<file path="src/rtl/instr_fetch_unit_if.sv">
`default_nettype none
// ============================================================================
// Module   : instr_fetch_unit_if
// Brief    : RAM port-1 read bus plus decode valid/ready handshake
// Revision : 1.0
// ============================================================================
interface instr_fetch_unit_if #(
    parameter int DATA_WIDTH = 16,
    parameter int ADDR_WIDTH = 8
);
    logic [ADDR_WIDTH-1:0] mem_addr;
    logic                  mem_cs;
    logic                  mem_we;
    logic                  mem_oe;
    logic [DATA_WIDTH-1:0] mem_rdata;
    logic                  instr_valid;
    logic                  instr_ready;
    logic [DATA_WIDTH-1:0] instr_data;
    logic [ADDR_WIDTH-1:0] instr_pc;

    modport master (
        output mem_addr, mem_cs, mem_we, mem_oe,
        input  mem_rdata,
        output instr_valid, instr_data, instr_pc,
        input  instr_ready
    );

    modport slave (
        input  mem_addr, mem_cs, mem_we, mem_oe,
        output mem_rdata,
        input  instr_valid, instr_data, instr_pc,
        output instr_ready
    );
endinterface
`default_nettype wire

</file>
<file path="src/rtl/instr_fetch_unit.sv">
`default_nettype none
// ============================================================================
// Module   : instr_fetch_unit
// Brief    : PC-driven instruction RAM reader with prefetch FIFO and redirect
//            flush. Define IFU_PERF_CNT_EN to add fetch/stall counters.
// Revision : 1.0
// ============================================================================
module instr_fetch_unit #(
    parameter int                    DATA_WIDTH = 16,
    parameter int                    ADDR_WIDTH = 8,
    parameter int                    FIFO_DEPTH = 4,
    parameter logic [ADDR_WIDTH-1:0] RESET_PC   = '0
) (
    input  logic                  clk,
    input  logic                  rst_n,
    input  logic                  i_fetch_en,
    input  logic                  i_redirect_valid,
    input  logic [ADDR_WIDTH-1:0] i_redirect_pc,
`ifdef IFU_PERF_CNT_EN
    output logic [15:0]           o_perf_fetch_cnt,
    output logic [15:0]           o_perf_stall_cnt,
`endif
    instr_fetch_unit_if.master    bus
);
    localparam int c_PW = $clog2(FIFO_DEPTH);
    localparam int c_CW = c_PW + 1;
    localparam int c_EW = ADDR_WIDTH + DATA_WIDTH;

    typedef enum logic [1:0] {
        S_IDLE = 2'd0,
        S_RUN  = 2'd1,
        S_HOLD = 2'd2
    } state_t;

    state_t                r_state;
    logic [ADDR_WIDTH-1:0] r_pc;
    logic [c_CW-1:0]       r_count;
    logic [c_PW-1:0]       r_wr_ptr;
    logic [c_PW-1:0]       r_rd_ptr;
    logic [c_EW-1:0]       r_mem [FIFO_DEPTH];

    logic w_req;
    logic w_valid;
    logic w_pop;

    // Full test uses the registered count only, so a same-cycle pop never frees a slot
    assign w_req   = (r_state == S_RUN) && (r_count < c_CW'(FIFO_DEPTH)) && !i_redirect_valid;
    assign w_valid = (r_count != '0);
    assign w_pop   = w_valid && bus.instr_ready && !i_redirect_valid;

    assign bus.mem_addr    = r_pc;
    assign bus.mem_cs      = w_req;
    assign bus.mem_oe      = w_req;
    assign bus.mem_we      = 1'b0;
    assign bus.instr_valid = w_valid;
    assign bus.instr_data  = w_valid ? r_mem[r_rd_ptr][DATA_WIDTH-1:0] : '0;
    assign bus.instr_pc    = w_valid ? r_mem[r_rd_ptr][c_EW-1:DATA_WIDTH] : '0;

    always_ff @(posedge clk) begin
        if (w_req) begin
            r_mem[r_wr_ptr] <= {r_pc, bus.mem_rdata};
        end
    end

    always_ff @(posedge clk or negedge rst_n) begin
        if (!rst_n) begin
            r_state  <= S_IDLE;
            r_pc     <= RESET_PC;
            r_count  <= '0;
            r_wr_ptr <= '0;
            r_rd_ptr <= '0;
        end else begin
            case (r_state)
                S_IDLE:  if (i_fetch_en) r_state <= S_RUN;
                S_RUN:   if (!i_fetch_en) r_state <= i_redirect_valid ? S_IDLE : S_HOLD;
                S_HOLD:  if (i_fetch_en) r_state <= S_RUN;
                default: r_state <= S_IDLE;
            endcase

            if (i_redirect_valid) begin
                r_pc     <= i_redirect_pc;
                r_count  <= '0;
                r_wr_ptr <= '0;
                r_rd_ptr <= '0;
            end else begin
                if (w_req) begin
                    r_wr_ptr <= r_wr_ptr + 1'b1;
                    r_pc     <= r_pc + 1'b1;
                end
                if (w_pop) begin
                    r_rd_ptr <= r_rd_ptr + 1'b1;
                end
                case ({w_req, w_pop})
                    2'b10:   r_count <= r_count + 1'b1;
                    2'b01:   r_count <= r_count - 1'b1;
                    default: r_count <= r_count;
                endcase
            end
        end
    end

`ifdef IFU_PERF_CNT_EN
    logic w_stall;
    assign w_stall = (r_state == S_RUN) && (r_count == c_CW'(FIFO_DEPTH));

    always_ff @(posedge clk or negedge rst_n) begin
        if (!rst_n) begin
            o_perf_fetch_cnt <= '0;
            o_perf_stall_cnt <= '0;
        end else begin
            if (w_req && (o_perf_fetch_cnt != 16'hFFFF)) begin
                o_perf_fetch_cnt <= o_perf_fetch_cnt + 16'd1;
            end
            if (w_stall && (o_perf_stall_cnt != 16'hFFFF)) begin
                o_perf_stall_cnt <= o_perf_stall_cnt + 16'd1;
            end
        end
    end
`endif

endmodule
`default_nettype wire

</file>
<file path="src/flat_wrapper.sv">
// flat-port wrapper written by rule: the top's interface ports become plain ports
module instr_fetch_unit_flat 
#(
    parameter int                    DATA_WIDTH = 16,
    parameter int                    ADDR_WIDTH = 8,
    parameter int                    FIFO_DEPTH = 4,
    parameter logic [ADDR_WIDTH-1:0] RESET_PC   = '0
)
  (clk, rst_n, i_fetch_en, i_redirect_valid, i_redirect_pc, bus_mem_addr, bus_mem_cs, bus_mem_we, bus_mem_oe, bus_mem_rdata, bus_instr_valid, bus_instr_data, bus_instr_pc, bus_instr_ready);
  instr_fetch_unit_if #(.DATA_WIDTH(DATA_WIDTH), .ADDR_WIDTH(ADDR_WIDTH)) bus_i ();
  input  logic clk;
  input  logic rst_n;
  input  logic i_fetch_en;
  input  logic i_redirect_valid;
  input  logic [ADDR_WIDTH-1:0] i_redirect_pc;
  output wire logic [$bits(bus_i.mem_addr)-1:0] bus_mem_addr;
  output wire logic [$bits(bus_i.mem_cs)-1:0] bus_mem_cs;
  output wire logic [$bits(bus_i.mem_we)-1:0] bus_mem_we;
  output wire logic [$bits(bus_i.mem_oe)-1:0] bus_mem_oe;
  input wire logic [$bits(bus_i.mem_rdata)-1:0] bus_mem_rdata;
  output wire logic [$bits(bus_i.instr_valid)-1:0] bus_instr_valid;
  output wire logic [$bits(bus_i.instr_data)-1:0] bus_instr_data;
  output wire logic [$bits(bus_i.instr_pc)-1:0] bus_instr_pc;
  input wire logic [$bits(bus_i.instr_ready)-1:0] bus_instr_ready;
  assign bus_mem_addr = bus_i.mem_addr;
  assign bus_mem_cs = bus_i.mem_cs;
  assign bus_mem_we = bus_i.mem_we;
  assign bus_mem_oe = bus_i.mem_oe;
  assign bus_i.mem_rdata = bus_mem_rdata;
  assign bus_instr_valid = bus_i.instr_valid;
  assign bus_instr_data = bus_i.instr_data;
  assign bus_instr_pc = bus_i.instr_pc;
  assign bus_i.instr_ready = bus_instr_ready;
  instr_fetch_unit #(.DATA_WIDTH(DATA_WIDTH), .ADDR_WIDTH(ADDR_WIDTH), .FIFO_DEPTH(FIFO_DEPTH), .RESET_PC(RESET_PC)) u_core (.clk(clk), .rst_n(rst_n), .i_fetch_en(i_fetch_en), .i_redirect_valid(i_redirect_valid), .i_redirect_pc(i_redirect_pc), .bus(bus_i));
endmodule
</file>
<file path="config.mk">
export PLATFORM = sky130hd
export DESIGN_NAME = instr_fetch_unit_flat
export DESIGN_NICKNAME = d
export VERILOG_FILES = /design/src/rtl/instr_fetch_unit_if.sv /design/src/rtl/instr_fetch_unit.sv /design/src/flat_wrapper.sv
export SDC_FILE = /design/constraint.sdc
export NUM_CORES = 1
export LEC_CHECK = 0
export ABC_AREA = 1
export ABC_CLOCK_PERIOD_IN_PS = 5700
export CORE_MARGIN = 2
export CORE_UTILIZATION = 40
export CTS_BUF_LIST = sky130_fd_sc_hd__clkbuf_4
export CTS_CLUSTER_SIZE = 16
export DETAILED_ROUTE_END_ITERATION = 10
export GPL_ROUTABILITY_DRIVEN = 1
export PLACE_DENSITY = 0.64
export SYNTH_ARGS = -nofsm -noshare
export SYNTH_HDL_FRONTEND = slang
export SYNTH_SLANG_ARGS = --single-unit
</file>
<file path="constraint.sdc">
create_clock -name clk -period 5.7 [get_ports clk]
set_input_delay 0.57 -clock clk [delete_from_list [all_inputs] [get_ports clk]]
set_output_delay 0.57 -clock clk [all_outputs]
set_load 0.005 [all_outputs]
</file>
Word-level counts from Yosys, hierarchy flattened --
Memories as Yosys holds them, arrays and structs flattened. Cells that the tools add are included.
Cells by class: add/sub/neg operators 5, muxes and demuxes 16, $lt $le $gt $ge 1, reductions and logical operators 12, equality and inequality tests 6
Operators with widths (number):
- 2-to-1 mux 8 bit | 3
- 2-to-1 mux 16 bit | 1
- 2-to-1 mux 2 bit | 7
- adder 8 x 1 -> 8 bit, second input constant | 1
- case mux 3 bit (2 select lines) | 1
- nonzero test 3 bit | 2
- adder 2 x 1 -> 2 bit, second input constant | 2
- equality test 2 x 1 -> 1 bit, second input constant | 2
- equality test 2 bit, second input constant | 2
- logical AND 1 bit | 4
- case mux 2 bit (2 select lines) | 1
- nonzero test 2 bit | 2
- adder 3 x 1 -> 3 bit, second input constant | 1
- < comparator 3 bit, second input constant | 1
- 2-to-1 mux 3 bit | 1
- subtractor 3 x 1 -> 3 bit, second input constant | 1
- logical NOT 2 bit | 1
- 2-to-1 mux 1 bit | 2
- != test 2 x 1 -> 1 bit, second input constant | 1
- != test 2 bit, second input constant | 1
- AND reduction 2 bit | 1
- OR reduction 2 bit | 1
- logical NOT 1 bit | 1
Storage, ports and cells: output and inout bits 36, memory bits (writable) 96, input bits 29, bits in registers 17, memories kept 1, word-level logic and storage cells 46
Memory list:
- u_core.r_mem | words 4, width 24, rd ports 1, clocked after memory_dff 0, wr ports 1, line instr_fetch_unit.sv:40 | logic [c_EW-1:0] r_mem [FIFO_DEPTH];

Depth between registers and ports, before layout --
Gate-level depths: netlist of the first run.
word-level depth 6, mapped depth 11, depth with buffers taken out 11

Least setup slack after synthesis of the first run --
No wires, ideal clock.
path type input port to flip-flop, start point input i_redirect_valid, end point memory u_core.r_mem[0][0] (netlist bit) (enable), required time 5.295 ns, stages on the path 3, arrival 1.911 ns, path slack 3.384 ns, setup time 0.405 ns, path buffers 0, path through inv_2 > nand4_2 > nor2_1
Between the ends: longest elaborated chain between the ends 4
RTL lines:
- from (decl) | line flat_wrapper.sv:14 | input logic i_redirect_valid;
- logical NOT 1 bit | line instr_fetch_unit.sv:47 | assign w_req = (r_state == S_RUN) && (r_count < c_CW'(FIFO_DEPTH)) && !i_redirect_valid;
- logical AND 1 bit | line instr_fetch_unit.sv:47
- 2-to-1 mux 1 bit | line instr_fetch_unit.sv:60 | if (w_req) begin
- 2-to-1 mux 1 bit (not written as such) | line instr_fetch_unit.sv:61 | r_mem[r_wr_ptr] <= {r_pc, bus.mem_rdata};
- to (decl) | line instr_fetch_unit.sv:40
Every way passes these cells.

Worst setup path in the final report of the first run --
start point register u_core.r_rd_ptr[1], end point output bus_instr_pc[3]
Between the ends: longest elaborated chain between the ends 2
RTL lines:
- from (decl) | line instr_fetch_unit.sv:39 | logic [c_PW-1:0] r_rd_ptr;
- from (signal assigned) | line instr_fetch_unit.sv:91 | r_rd_ptr <= r_rd_ptr + 1'b1;
- memory (4 x 24 bit)
- 2-to-1 mux 8 bit | line instr_fetch_unit.sv:57 | assign bus.instr_pc = w_valid ? r_mem[r_rd_ptr][c_EW-1:DATA_WIDTH] : '0;
- to (decl) | line flat_wrapper.sv:23 | output wire logic [$bits(bus_i.instr_pc)-1:0] bus_instr_pc;
Every way passes these cells.

==> results of run 1 <==
==> flip-flops by register name (all words and copies together) (netlist names) <==
name	cells
u_core.r_mem	96
u_core.bus.mem_addr	8
u_core.r_count	3
u_core.r_rd_ptr	2
u_core.r_state	2
u_core.r_wr_ptr	2
==> per-layer routing <==
metal	wire, um	part of all wire, %	up-vias
li1	-	-	1536
met3	487	5.1	13
met1	4120	43	1543
met2	4823	50	80
met4	125	1.3	0
met5	0	0	-
==> stage by stage <==
step / cell area (um2) / setup slack [ns] / std cells / hold slack [ns]
after floorplan: 4727 / 3.384 / 408 / 0.2744
after global placement: 5466 / 2.608 / 597 / 0.4880
after detailed placement: 5466 / 2.574 / 597 / 0.4896
after CTS: 5766 / 2.010 / 628 / 0.5063
after global routing: 5766 / 1.796 / 628 / 0.5231
final: 5766 / 2.098 / 628 / 0.5041
==> path summary, 6_finish.rpt <==
check | start | endpoint | cells after the start
worst max-delay path | u_core.r_rd_ptr[1] | bus_instr_pc[3] | 5
worst min-delay path | u_core.r_state[1] | u_core.r_state[1] | 1
worst max register to register | u_core.r_count[2] | u_core.r_mem[3][19] | 4
worst min register to register | u_core.r_state[1] | u_core.r_state[1] | 1
max in group asynchronous | rst_n | u_core.r_rd_ptr[0] | 1
min in group asynchronous | rst_n | u_core.bus.mem_addr[6] | 1
==> cells in the final DEF, fill, tap and decap left out, drive strengths merged <==
| master | netlist | routed |
|---|---|---|
| a211oi | 1 | 1 |
| a21boi | 1 | 1 |
| a21oi | 30 | 30 |
| a31oi | 1 | 1 |
| buf | 18 | 4 |
| bufinv | 0 | 3 |
| clkbuf | 3 | 18 |
| clkdlybuf4s50 | 0 | 63 |
| clkinv | 0 | 4 |
| clkinvlp | 0 | 5 |
| conb | 1 | 1 |
| dfrtp | 17 | 17 |
| edfxtp | 96 | 96 |
| fa | 1 | 1 |
| ha | 5 | 5 |
| inv | 19 | 20 |
| nand2 | 32 | 32 |
| nand3 | 9 | 9 |
| nand4 | 1 | 1 |
| nor2 | 111 | 111 |
| nor3 | 1 | 1 |
| o211ai | 3 | 3 |
| o21ai | 52 | 52 |
| xnor2 | 6 | 6 |
==> power groups by stage <==
stage	Sequential, mW	Clock, mW	Combinational [mW]
after floorplan	1.03	0	0.412
after global placement	1.09	0	0.728
after detailed placement	1.09	0	0.737
after CTS	1.07	0.621	0.742
after global routing	1.09	0.657	0.821
final	1.07	0.605	0.729
==> cells by family after synthesis <==
logic type / count (synthesis) / synth area share, %
other: 1 / 0.07933
buffers and inverters: 40 / 3.917
adders and majority gates: 6 / 1.747
DFF: 113 / 69.98
AOI/OAI and AO/OA: 88 / 9.688
xor gates and xnor gates: 6 / 1.112
and+or+nand+nor: 154 / 13.47
==> layout make-up <==
cell class	count	area, um2	area share [%]
Clock buffer	18	135.1	2.344
Clock inverter	13	163.9	2.843
Inverter	19	73.82	1.280
Multi-Input combinational cell	255	1244	21.57
Sequential cell	113	3309	57.40
Tap cell	143	178.9	3.103
Timing Repair Buffer	67	660.6	11.46
==> metrics.txt, run 1 <==
Syn Area/Cell=11.59 um2; Setup-failing EPs final=0; WP data required=roughly 5.1 ns; M2 GR Usage=25.71%; Post-Synthesis Cells=408; Logic pwr share=approximately 30%; # fillers=roughly 1,000; Worst path top cell family by delay=buffers and inverters; CP cell instances=inv_2 > nor2_1 > o21ai_1 > a21oi_1 > clkdlybuf4s50_1; # clock sinks=~110; clk buf depth=2; grt met1 use=20.37%; Most Used Layer, Global Route=met2; met3 usage=~4.4%; Final Skew=0.01275 ns; clock latency on the worst-skew pair=approximately 0.49 ns; cell area after synthesis=4727 um2; crit path DAT=between 3 and 4 ns; Post-synth EDFFs=96; synthesis-to-finish area growth=21.97%; fmax=277.7 MHz; r2r setup slk=3.65 ns; post-synth cell types=29; share of power burned in registers=44.6%; Slew HR=34.94%; Crit Path Max Fanout=26; HP Class=reg -> reg; cell taking the most area after synthesis=edfxtp_1; initial antenna violation count=0; Max Slew Vio Count=0; Final Hold Viols=0; post-route ant nets=0; CP bufs+invs=2; drt initial violations=approximately 200; first-pass GRT wire length=between 15,000 and 20,000 um; clock group share of total power=around a quarter; slowest CP cell=dfrtp_1; Synth top area share=60.98%; RSZ-0062 raised after global routing=false; Post-CTS Setup Bufs=0; hold_buf cts=0; CTS root buf=clkbuf_4; Mapped Nets=443; DP Wirelength=~5900 um; top-count cell post-synth=nor2_1; layout cells sized above 1=about 12%; nets@finish=508; Tot GR Track Use=15.79%; std cell rows=39; cts bufs inserted=17; WL final=9556 um; Die Ht=112.7 um; Primary FF master, synth=edfxtp_1; Vias/cell=5.051; DR pass1 iterations=4; grt total ovfl=0; largest cells by area after synthesis=edfxtp_1, dfrtp_1, nor2_1; Max H-tree Level=4; Tcrit/Tclk final=between 60% and 70%; worst slew pin tran=0.9759 ns; total net switching power=0.7613 mW; Async SR Flop Fraction=15.04%; sequential fraction of the synthesis area=69.98%; chip width=112.7 um; Core Util, Final=around 50%; maximum VDD drop=212.9 uV; vias in the first global route=3,101; Critical Path End Type=output port; Wirelength per Cell=between 15 and 20 um; Internal Power=about 1.6 mW; element type at the critical path start=flop; number of port buffers=63; cts repair resizes=0; Sw Ratio=between 30% and 40%; CTS tree=built; Power, Total=2.406 mW; via count=3,172; final setup TNS=0 ns; largest net degree at the start of global routing=between 50 and 60; top cells by instance count after synthesis=nor2_1, edfxtp_1, o21ai_0; full die area=12,700 um2; initial core utilization=between 40 and 50%; max-cap violations=0; CTS clock-pin slew for the worst setup and hold paths=around 0.10 ns; PD cells=417.3 nW/um2; FF+latch count, synth=approximately 110; outcome=complete, no violations; Static Leak=about 2.0 nW; I/O Pins=65; number of synthesis warnings=0; antenna diode count=0; minimum clock period=3.602 ns; max incr delay on CP=between 0.9 and 1 ns; residual DRC count=0; Core Region=11,470 um2; Final GP Congestion=0.8106; Crit Path Category=reg -> out
No activity file was read; power rests on OpenSTA's default activity.
==> run 2, diff against run 1 <==
--- a/config.mk
+++ b/config.mk
@@ -6,14 +6,14 @@
 export NUM_CORES = 1
 export LEC_CHECK = 0
 export ABC_AREA = 1
-export ABC_CLOCK_PERIOD_IN_PS = 5700
+export ABC_CLOCK_PERIOD_IN_PS = 3000
 export CORE_MARGIN = 2
 export CORE_UTILIZATION = 40
 export CTS_BUF_LIST = sky130_fd_sc_hd__clkbuf_4
 export CTS_CLUSTER_SIZE = 16
 export DETAILED_ROUTE_END_ITERATION = 10
 export GPL_ROUTABILITY_DRIVEN = 1
-export PLACE_DENSITY = 0.64
+export PLACE_DENSITY = 0.67
 export SYNTH_ARGS = -nofsm -noshare
 export SYNTH_HDL_FRONTEND = slang
 export SYNTH_SLANG_ARGS = --single-unit
==> constraint.sdc (replaced) <==
create_clock -name clk -period 3 [get_ports clk]
set_input_delay 0.3 -clock clk [delete_from_list [all_inputs] [get_ports clk]]
set_output_delay 0.3 -clock clk [all_outputs]
set_load 0.005 [all_outputs]
==> run 2 against run 1 <==
Against the previous run:
- critical path depth unchanged
- routed wire length increased by 3.9%
- first-iteration DRC count decreased by 14%
- worst hold slack got worse by 0.23 ns
- worst setup slack got worse by 1.8 ns
- critical path type unchanged
==> metrics.txt, run 2 (synthesis gave the netlist of run 1 again) <==
Crit Path Max Fanout=18 (-31%); grt total ovfl=0 (unchanged); CTS clock-pin slew for the worst setup and hold paths=0.10 ns (about the same); first-pass GRT wire length=15,840 um (+2.0%); most frequent cells in the layout=nor2_1, edfxtp_1, clkdlybuf4s50_1; std cell rows=39 (unchanged); commonest non-fill, non-tap cell in the layout=nor2_1; cell area after layout=5942 um2 (+3.1%); minimum clock period=2.697 ns; Final Skew=0.01193 ns (-0.0008198 ns); Static Leak=2.160 nW (+5.5%); Final GP Congestion=0.8837 (+9.0%); Largest register FFs=96 (unchanged); DR pass1 iterations=4 (unchanged); synthesis-to-finish area growth=25.70%; Final Worst Setup Slack=0.3031 ns (-1.795 ns); Crit Path Category=reg -> out; Largest Register=u_core.r_mem; RSZ-0062 raised after global routing=false; Setup-failing EPs final=0 (unchanged); Wirelength per Cell=15.59 um (+2.5%); layout cells sized above 1=13.36% (+1.8 points); Cells after DPL=603 (+1.0%); R2R cell count=11 (+7); Final Hold Viols=0 (unchanged); CTS tree=built; Slew HR=44.08% (+9.1 points); DP Area=5512 um2 (+0.82%); DP Worst Slack=0.6125 ns (-1.961 ns); slowest CP cell=clkdlybuf4s50_1; final setup TNS=0 ns (unchanged); fin cells=637 (+1.4%); WP depth=5 (unchanged); Core Region=11,470 um2 (unchanged); HP Class=in -> async; clock latency on the worst-skew pair=0.50 ns (about the same); CP cell instances=inv_2 > buf_4 > o21ai_0 > a21oi_1 > clkdlybuf4s50_1; Critical Path End Type=output port; via count=3,186 (+0.44%); number of port buffers=63 (unchanged); element type at the critical path start=flop; Tot GR Track Use=16.28% (+0.49 points); crit path DAT=2.40 ns (-0.63 ns); outcome=complete, no violations; # clock sinks=113 (unchanged); nets@finish=516 (+1.6%); Vias/cell=5.002 (-0.98%); Worst path top cell family by delay=buffers and inverters; max-cap violations=0 (unchanged); maximum VDD drop=488.0 uV (+130%); Tcrit/Tclk final=89.90%; WL final=9933 um (+3.9%); Max H-tree Level=4 (unchanged); post-route ant nets=0 (unchanged); PD cells=853.6 nW/um2 (+100%); worst slew pin tran=0.8361 ns (-0.1398 ns); I/O Pins=65 (unchanged); CTS root buf=clkbuf_4; antenna diode count=0 (unchanged); DP Wirelength=6013 um (+1.9%); Max Slew Vio Count=0 (unchanged); full die area=12,700 um2 (unchanged); largest net degree at the start of global routing=30 (-42%); hold_buf cts=0 (unchanged); clk buf depth=2 (unchanged); initial core utilization=41.22% (unchanged); max incr delay on CP=0.55 ns (-0.44 ns); Die Ht=112.7 um (unchanged); vias in the first global route=3,265 (+5.3%); drt initial violations=168 (-14%); CP bufs+invs=3 (+1); cts bufs inserted=17 (unchanged); residual DRC count=0 (unchanged); WP data required=2.70 ns (-2.43 ns); initial antenna violation count=0 (unchanged); fmax=370.8 MHz; chip width=112.7 um (unchanged)
run 2: cell count changes in the layout (fill, tap and decap cells not counted):
| cell | delta |
|---|---|
| buf_4 | +7 |
| buf_6 | +1 |
| bufinv_16 | +5 |
| clkbuf_4 | +2 |
| clkinv_2 | +2 |
| clkinv_4 | -2 |
| clkinvlp_4 | -5 |
| dfrtp_1 | -1 |
| dfrtp_2 | +1 |
| inv_6 | -1 |
run 2: layout make-up:
cell class | instances | area (um2)
clock buffers | 20 | 150.1
clock inverters | 12 | 260.3
fillers | 970 | 5525
inverters | 19 | 73.82
multi-input cells | 255 | 1244
flip-flops and latches | 113 | 3311
well taps | 143 | 178.9
repair buffers | 75 | 724.4
run 2: power breakdown:
group	leakage (nW)	internal (mW)	switching, mW
registers	1.08	1.86	0.121
logic	0.861	0.738	0.789
clock network	0.221	1.02	0.548
run 2: worst reg2reg max path, cell delays in order, from the launching register on:
cell	delay [ns]
dfrtp_1	0.42
inv_2	0.13
nand3_4	0.12
nand2_4	0.11
inv_4	0.06
nand2_2	0.07
inv_1	0.06
fa_1	0.38
inv_1	0.07
nand3_1	0.08
nand3_2	0.08
nand2_1	0.05
run 2: through the flow:
| stage | utilization, % | power [mW] | hold WS, ns |
|---|---|---|---|
| 2_1_floorplan | - | 2.745 | 0.004409 |
| 3_3_place_gp | 48.06 | 3.520 | 0.4929 |
| 3_5_place_dp | 48.06 | 3.534 | 0.5000 |
| 4_1_cts | 51.64 | 5.104 | 0.2614 |
| 5_1_grt | 51.82 | 5.360 | 0.3035 |
| 6_report | 51.82 | 5.072 | 0.2709 |
run 2: layer usage:
metal,global-route usage (%),vias up,share of wire (%)
met5,0,-,0
met2,27.27,90,50
met4,5.691,0,1.1
li1,-,1555,-
met3,4.285,10,5.7
met1,20.59,1531,43
run 2: worst paths after layout:
kind	startpoint	endpoint	slack (ns)
max	u_core.r_rd_ptr[0]	bus_instr_pc[3]	0.30
min	rst_n	u_core.r_count[2]	0.27
max reg2reg	u_core.r_count[2]	u_core.r_count[2]	1.29
min reg2reg	u_core.r_state[1]	u_core.r_state[1]	0.52
max in group asynchronous	rst_n	u_core.r_rd_ptr[1]	2.14
min in group clk	i_fetch_en	u_core.r_state[1]	0.35
run 2: timing repair:
| item | CTS | global route |
|---|---|---|
| resized for setup | 0 | 2 |
| setup endpoints to repair | 0 | 7 |
| buffers inserted | 0 | 2 |
==> run 3, diff against run 2 <==
--- a/config.mk
+++ b/config.mk
@@ -12,7 +12,7 @@
 export CTS_BUF_LIST = sky130_fd_sc_hd__clkbuf_4
 export CTS_CLUSTER_SIZE = 16
 export DETAILED_ROUTE_END_ITERATION = 10
-export GPL_ROUTABILITY_DRIVEN = 1
+export GPL_ROUTABILITY_DRIVEN = 0
 export PLACE_DENSITY = 0.67
 export SYNTH_ARGS = -nofsm -noshare
 export SYNTH_HDL_FRONTEND = slang
==> results of run 3 <==
The final DEF is identical to that of run 2; final timing and power are the same.
